<file path="config.mk">
export PLATFORM = sky130hd
export DESIGN_NAME = fe_fetch_unit
export DESIGN_NICKNAME = d
export VERILOG_FILES = /design/src/rtl/fe_fetch_unit_pkg.sv /design/src/rtl/fe_hold_buf.sv /design/src/rtl/fe_fetch_unit.sv
export SDC_FILE = /design/constraint.sdc
export NUM_CORES = 1
export LEC_CHECK = 0
export CAP_MARGIN = 20
export CORE_UTILIZATION = 40
export CTS_CLUSTER_SIZE = 10
export DETAILED_ROUTE_END_ITERATION = 8
export DONT_BUFFER_PORTS = 1
export GPL_TIMING_DRIVEN = 0
export SETUP_SLACK_MARGIN = 0.3
export SYNTH_ARGS = -nofsm -noshare
export SYNTH_HDL_FRONTEND = slang
export SYNTH_SLANG_ARGS = --single-unit
</file>
<file path="constraint.sdc">
create_clock -name clk -period 9 [get_ports clk]
set_clock_uncertainty 0.1 [all_clocks]
set_input_delay 1.8 -clock clk [delete_from_list [all_inputs] [get_ports clk]]
set_output_delay 1.8 -clock clk [all_outputs]
set_load 0.005 [all_outputs]
</file>
<file path="src/rtl/fe_fetch_unit_pkg.sv">
// Shared widths, reset constants and FSM encodings for the fetch stage.
package fe_fetch_unit_pkg;

    localparam int unsigned FE_DBITS        = 32;
    localparam int unsigned FE_INSTBITS     = 32;
    localparam int unsigned FE_CANARY_WIDTH = 4;

    localparam int unsigned FE_latch_WIDTH        = FE_INSTBITS + 3 * FE_DBITS + FE_CANARY_WIDTH;
    localparam int unsigned from_DE_to_FE_WIDTH   = 1;
    localparam int unsigned from_AGEX_to_FE_WIDTH = 1 + FE_DBITS;

    localparam logic [31:0] FE_STARTPC      = 32'h200;
    localparam logic [3:0]  FE_CANARY_VALUE = 4'hC;

    typedef enum logic [1:0] {
        FE_FETCH = 2'd0,
        FE_WAIT  = 2'd1,
        FE_HOLD  = 2'd2
    } fe_state_e;

endpackage

</file>
<file path="src/rtl/fe_hold_buf.sv">
// Single-entry skid register holding a fetched word while DE is stalled.
module fe_hold_buf
    import fe_fetch_unit_pkg::*;
#(
    parameter int unsigned DBITS    = FE_DBITS,
    parameter int unsigned INSTBITS = FE_INSTBITS
) (
    input  logic                clk,
    input  logic                reset_n,
    input  logic                capture,
    input  logic                release_entry,
    input  logic                flush,
    input  logic [INSTBITS-1:0] cap_inst,
    input  logic [DBITS-1:0]    cap_pc,
    output logic                valid,
    output logic [INSTBITS-1:0] inst,
    output logic [DBITS-1:0]    pc
);

    always_ff @(posedge clk or negedge reset_n) begin
        if (!reset_n) begin
            valid <= 1'b0;
            inst  <= '0;
            pc    <= '0;
        end else if (flush) begin
            valid <= 1'b0;
        end else if (capture) begin
            valid <= 1'b1;
            inst  <= cap_inst;
            pc    <= cap_pc;
        end else if (release_entry) begin
            valid <= 1'b0;
        end
    end

endmodule

</file>
<file path="src/rtl/fe_fetch_unit.sv">
// Fetch stage: owns the PC, keeps one imem request in flight and drives the FE latch for DE.
module fe_fetch_unit
    import fe_fetch_unit_pkg::*;
#(
    parameter int unsigned             DBITS        = FE_DBITS,
    parameter int unsigned             INSTBITS     = FE_INSTBITS,
    parameter logic [DBITS-1:0]        STARTPC      = DBITS'(FE_STARTPC),
    parameter int unsigned             CANARY_WIDTH = FE_CANARY_WIDTH,
    parameter logic [CANARY_WIDTH-1:0] CANARY_VALUE = CANARY_WIDTH'(FE_CANARY_VALUE)
) (
    input  logic                                         clk,
    input  logic                                         reset_n,
    input  logic                                         from_DE_to_FE,
    input  logic                                         br_redirect_AGEX,
    input  logic [DBITS-1:0]                             br_target_AGEX,
    output logic                                         imem_req_valid,
    output logic [DBITS-1:0]                             imem_req_addr,
    input  logic                                         imem_req_ready,
    input  logic                                         imem_rsp_valid,
    input  logic [INSTBITS-1:0]                          imem_rsp_data,
    output logic [INSTBITS+3*DBITS+CANARY_WIDTH-1:0]     FE_latch_out
);

    localparam int unsigned LatchWidth = INSTBITS + 3 * DBITS + CANARY_WIDTH;

    fe_state_e             state_q;
    logic [DBITS-1:0]      pc_q;
    logic [DBITS-1:0]      req_pc_q;
    logic [DBITS-1:0]      inst_count_q;
    logic                  squash_q;
    logic [LatchWidth-1:0] latch_q;

    logic                  hb_valid;
    logic [INSTBITS-1:0]   hb_inst;
    logic [DBITS-1:0]      hb_pc;

    logic                  rsp_live;
    logic                  deliver_rsp;
    logic                  deliver_hold;
    logic                  hb_capture;
    logic [DBITS-1:0]      next_pc;
    logic [INSTBITS-1:0]   deliver_inst;
    logic [DBITS-1:0]      deliver_pc;
    logic [LatchWidth-1:0] deliver_word;

    assign next_pc = req_pc_q + DBITS'(4);

    // A response is usable only if it was not squashed and no redirect is landing this cycle.
    assign rsp_live     = (state_q == FE_WAIT) && imem_rsp_valid && !squash_q && !br_redirect_AGEX;
    assign deliver_rsp  = rsp_live && !from_DE_to_FE;
    assign hb_capture   = rsp_live && from_DE_to_FE;
    assign deliver_hold = (state_q == FE_HOLD) && hb_valid && !from_DE_to_FE && !br_redirect_AGEX;

    assign deliver_inst = deliver_hold ? hb_inst : imem_rsp_data;
    assign deliver_pc   = deliver_hold ? hb_pc   : req_pc_q;
    assign deliver_word = {deliver_inst, deliver_pc, deliver_pc + DBITS'(4),
                           inst_count_q + DBITS'(1), CANARY_VALUE};

    always_comb begin
        imem_req_valid = 1'b0;
        imem_req_addr  = pc_q;
        case (state_q)
            FE_FETCH: imem_req_valid = !br_redirect_AGEX;
            FE_WAIT: begin
                // Back-to-back issue of the sequential successor alongside delivery.
                imem_req_valid = deliver_rsp;
                imem_req_addr  = next_pc;
            end
            default: imem_req_valid = 1'b0;
        endcase
        if (!reset_n) begin
            imem_req_valid = 1'b0;
        end
    end

    fe_hold_buf #(
        .DBITS    (DBITS),
        .INSTBITS (INSTBITS)
    ) u_hold_buf (
        .clk           (clk),
        .reset_n       (reset_n),
        .capture       (hb_capture),
        .release_entry (deliver_hold),
        .flush         (br_redirect_AGEX),
        .cap_inst      (imem_rsp_data),
        .cap_pc        (req_pc_q),
        .valid         (hb_valid),
        .inst          (hb_inst),
        .pc            (hb_pc)
    );

    always_ff @(posedge clk or negedge reset_n) begin
        if (!reset_n) begin
            state_q      <= FE_FETCH;
            pc_q         <= STARTPC;
            req_pc_q     <= STARTPC;
            inst_count_q <= '0;
            squash_q     <= 1'b0;
            latch_q      <= '0;
        end else if (br_redirect_AGEX) begin
            pc_q    <= br_target_AGEX;
            latch_q <= '0;
            if ((state_q == FE_WAIT) && !imem_rsp_valid) begin
                squash_q <= 1'b1;
                state_q  <= FE_WAIT;
            end else begin
                squash_q <= 1'b0;
                state_q  <= FE_FETCH;
            end
        end else begin
            if (deliver_rsp || deliver_hold) begin
                latch_q      <= deliver_word;
                inst_count_q <= inst_count_q + DBITS'(1);
            end else if (!from_DE_to_FE) begin
                latch_q <= '0;
            end

            case (state_q)
                FE_FETCH: begin
                    if (imem_req_valid && imem_req_ready) begin
                        req_pc_q <= pc_q;
                        state_q  <= FE_WAIT;
                    end
                end
                FE_WAIT: begin
                    if (imem_rsp_valid) begin
                        if (squash_q) begin
                            squash_q <= 1'b0;
                            state_q  <= FE_FETCH;
                        end else begin
                            pc_q <= next_pc;
                            if (from_DE_to_FE) begin
                                state_q <= FE_HOLD;
                            end else if (imem_req_ready) begin
                                req_pc_q <= next_pc;
                            end else begin
                                state_q <= FE_FETCH;
                            end
                        end
                    end
                end
                FE_HOLD: begin
                    if (!from_DE_to_FE) begin
                        state_q <= FE_FETCH;
                    end
                end
                default: state_q <= FE_FETCH;
            endcase
        end
    end

    assign FE_latch_out = latch_q;

endmodule

</file>
==> impl_results.md <==
- Status: complete, no violations
- Worst Path Buf+Inv: 6
- CTS root buf: clkbuf_16
- Seq cells post-synth: 291
- Crit path max fanout: 10
- Startpoint Class: input pin
- Ant diodes: 0
- Chip Width: 195 um
- Nature of the critical path endpoint: output port
- Layout Nets: 1667
- Max_slew headroom: 33.5%
- Vias in the first global route: 12200
- Sequential area share after synthesis: around half
- Die Ht: 195 um
- Worst skew pair latency: 540 ps
- Gr ovfl total: 0
- Cts repair resizes: 0
- CTS buffer count: 36
- Post-Syn Area: 14900 um^2
- Most common cell after layout, fill and taps aside: dfrtp_1
- IO Count: 235
- CTS tree: yes
- Crit path largest cell delay: 520 ps
- Post-CTS setup buffer count: 0
- Netlist cell types: between 70 and 80
- Fin crit period: 5950 ps
- VDD IR max: approximately 0.00014 V
- Leak pwr: 7.03 nW
- IO Port Bufs: 0
- Fin. Hold Viols: 0
- Final Setup Violations: 0
- Post-DR vias/cell: between 5 and 6
- Die Area: 38000 um^2
- Post-placement cell count: a little over 2000
- CTS Sinks: 291
- Pwr per Cell Area: approximately 220 nW/um^2
- Max_cap viols: 0
- Setup TNS Final: 0 ps
- Rows: 70
- DRT iter0 DRCs: 1265
- Least-Margin Pin Slew: 989 ps
- Fmax: 0.168 GHz
- H-tree depth: 2
- Crit-path cells: buf_2 -> inv_1 -> clkbuf_1 -> buf_2 -> buf_1 -> clkbuf_1 -> and3_1
- Total track usage: roughly a quarter
- HP Class: flop to flop
- Post-DP HPWL: around 36000 um
- Initial antenna violation count: 0
- Worst-case clock buffer depth: 3
- Number of routed nets with antenna violations: 0
- Synth async-reset ratio: 100%
- Synth Instances: about 1600
- Finished Layout Cells: 2077
- Area Growth Syn to Fin: 11.0%
- Starting Density: 40.7%
- Critical Path AT: 4050 ps
- Drt drc: 0
- Vias: 12400
- Clock Pin Slew Worst Setup and Hold Paths: around 60 ps
- Max-slew violations: 0
- Final Cycle Share: roughly two thirds
- Drt wl/cell: ~24 um
- GPL Wtd Cong: approximately 0.93
- Data required, critical path: 7100 ps
- RSZ-0062 raised after global routing: false
- DR pass1 iterations: 8
- Kind of critical path: input pin to output port
- Post-synth EDFFs: 0
- Synth Flop Type: dfrtp_1
- Core ar.: 36600 um^2
- Hold buffers post-CTS: 0
- Detailed Route WL: 49700 um
- Slowest library cell on the worst path: buf_1
- Most frequent cells in the layout: 289 x dfrtp_1, 232 x nand2_1, 111 x o21ai_0
- First-pass GRT wire length: 76100 um
- Largest net degree at the start of global routing: 294
- Number of synthesis warnings: 0
- Syn Area/Cell: 9.58 um^2
- Delay-heaviest family, CP: buffers and inverters
- Layout cells sized above 1: a little over a tenth
power breakdown:
group          internal [W]  total (W)  switching (W)  leakage (nW)
Sequential          0.00148    0.00163       0.000151          3.87
Combinational      0.000257   0.000677       0.000420          2.64
Clock              0.000785    0.00133       0.000547         0.514
layout make-up:
class / instances / area [um^2]
buffer: 137 / 577
clock buffer: 50 / 1020
clock inverter: 3 / 22.5
fill: 3552 / 20100
inverter: 9 / 33.8
multi-input combinational: 1118 / 6990
sequential: 291 / 7280
tap: 468 / 586
timing repair buffer: 1 / 7.51
kinds of logic (layout without fill, tap and decap cells):
kind of cell,Yosys count,count (layout),share of synthesized area [%]
flip-flops,291,291,48.9
buffers and inverters,146,200,4.10
adder cells (fa/ha/maj),3,3,0.252
multiplexers,107,107,7.88
AO/OA/AOI/OAI,323,323,14.2
XOR/XNOR,85,85,5.00
AND/OR/NAND/NOR,598,598,19.6
other,1,2,0.0252
state kept, by name, indices dropped and copies added, names as in the netlist, 2 cells and up:
register         cells
u_hold_buf.inst     32
inst_count_q        32
pc_q                32
state_q              2
FE_latch_out       127
u_hold_buf.pc       32
req_pc_q            32
per-layer routing:
layer / GRT usage [%] / part of all wire, %
met4: 9.10 / 3.2
met5: 0 / 0
met2: 41.7 / 46
met3: 6.58 / 8.5
met1: 34.9 / 42
cell usage after synthesis (all sizes together) (5+ instances only):
library cell  count  area, um^2
nor4             14         109
or3               5        31.3
nand4            47         294
nand2           232         871
nor3             55         275
mux2i            26         260
xnor2            36         315
nor2             87         329
a22oi            25         188
a31oi             6        37.5
xor2             49         429
inv               9        33.8
or4              14         109
nor3b             6        45.0
nand3b            5        37.5
and4             10        87.6
a22o              9        87.6
and3             31         194
and2             10        62.6
a21oi            40         200
a2bb2oi           7        61.3
nand3            63         315
o31ai            27         203
o22ai            19         119
o21ai           113         566
dfrtp           289        7230
mux2             81         912
clkbuf          100         378
a211o             9        78.8
buf              37         199
a211oi            7        52.6
o211ai           11        82.6
a21o             10        75.1
metrics by stage:
stage | worst slack [ps] | total power, W | hold slack [ps] | area [um^2] | utilization [%]
3_5_place_dp | 3120 | 0.00231 | 378 | 15500 | 42.3
5_1_grt | 2960 | 0.00381 | 417 | 16500 | 45.1
6_report | 3050 | 0.00364 | 394 | 16500 | 45.1
4_1_cts | 3110 | 0.00365 | 390 | 16500 | 45.1
3_3_place_gp | 3090 | 0.00230 | 359 | 15500 | 42.3
2_1_floorplan | 3900 | 0.00209 | 342 | 14900 | -
worst min-delay path: stages (launching register included):
cell and delay (ps):
dfrtp_1 340, nand2_1 50, o21ai_0 70
final timing paths:
path | startpoint | endpoint | slack (ps) | cells after the start
max | br_redirect_AGEX | imem_req_valid | 3050 | 7
min | u_hold_buf.pc[30] | u_hold_buf.pc[30] | 390 | 2
max reg2reg | state_q[0] | FE_latch_out[60] | 4730 | 13
min reg2reg | u_hold_buf.pc[30] | u_hold_buf.pc[30] | 390 | 2
max in group asynchronous | reset_n | FE_latch_out[121] | 7520 | 0
min in group asynchronous | reset_n | inst_count_q[0] | 870 | 0
Note: power is estimated with default switching activity, not from simulation.
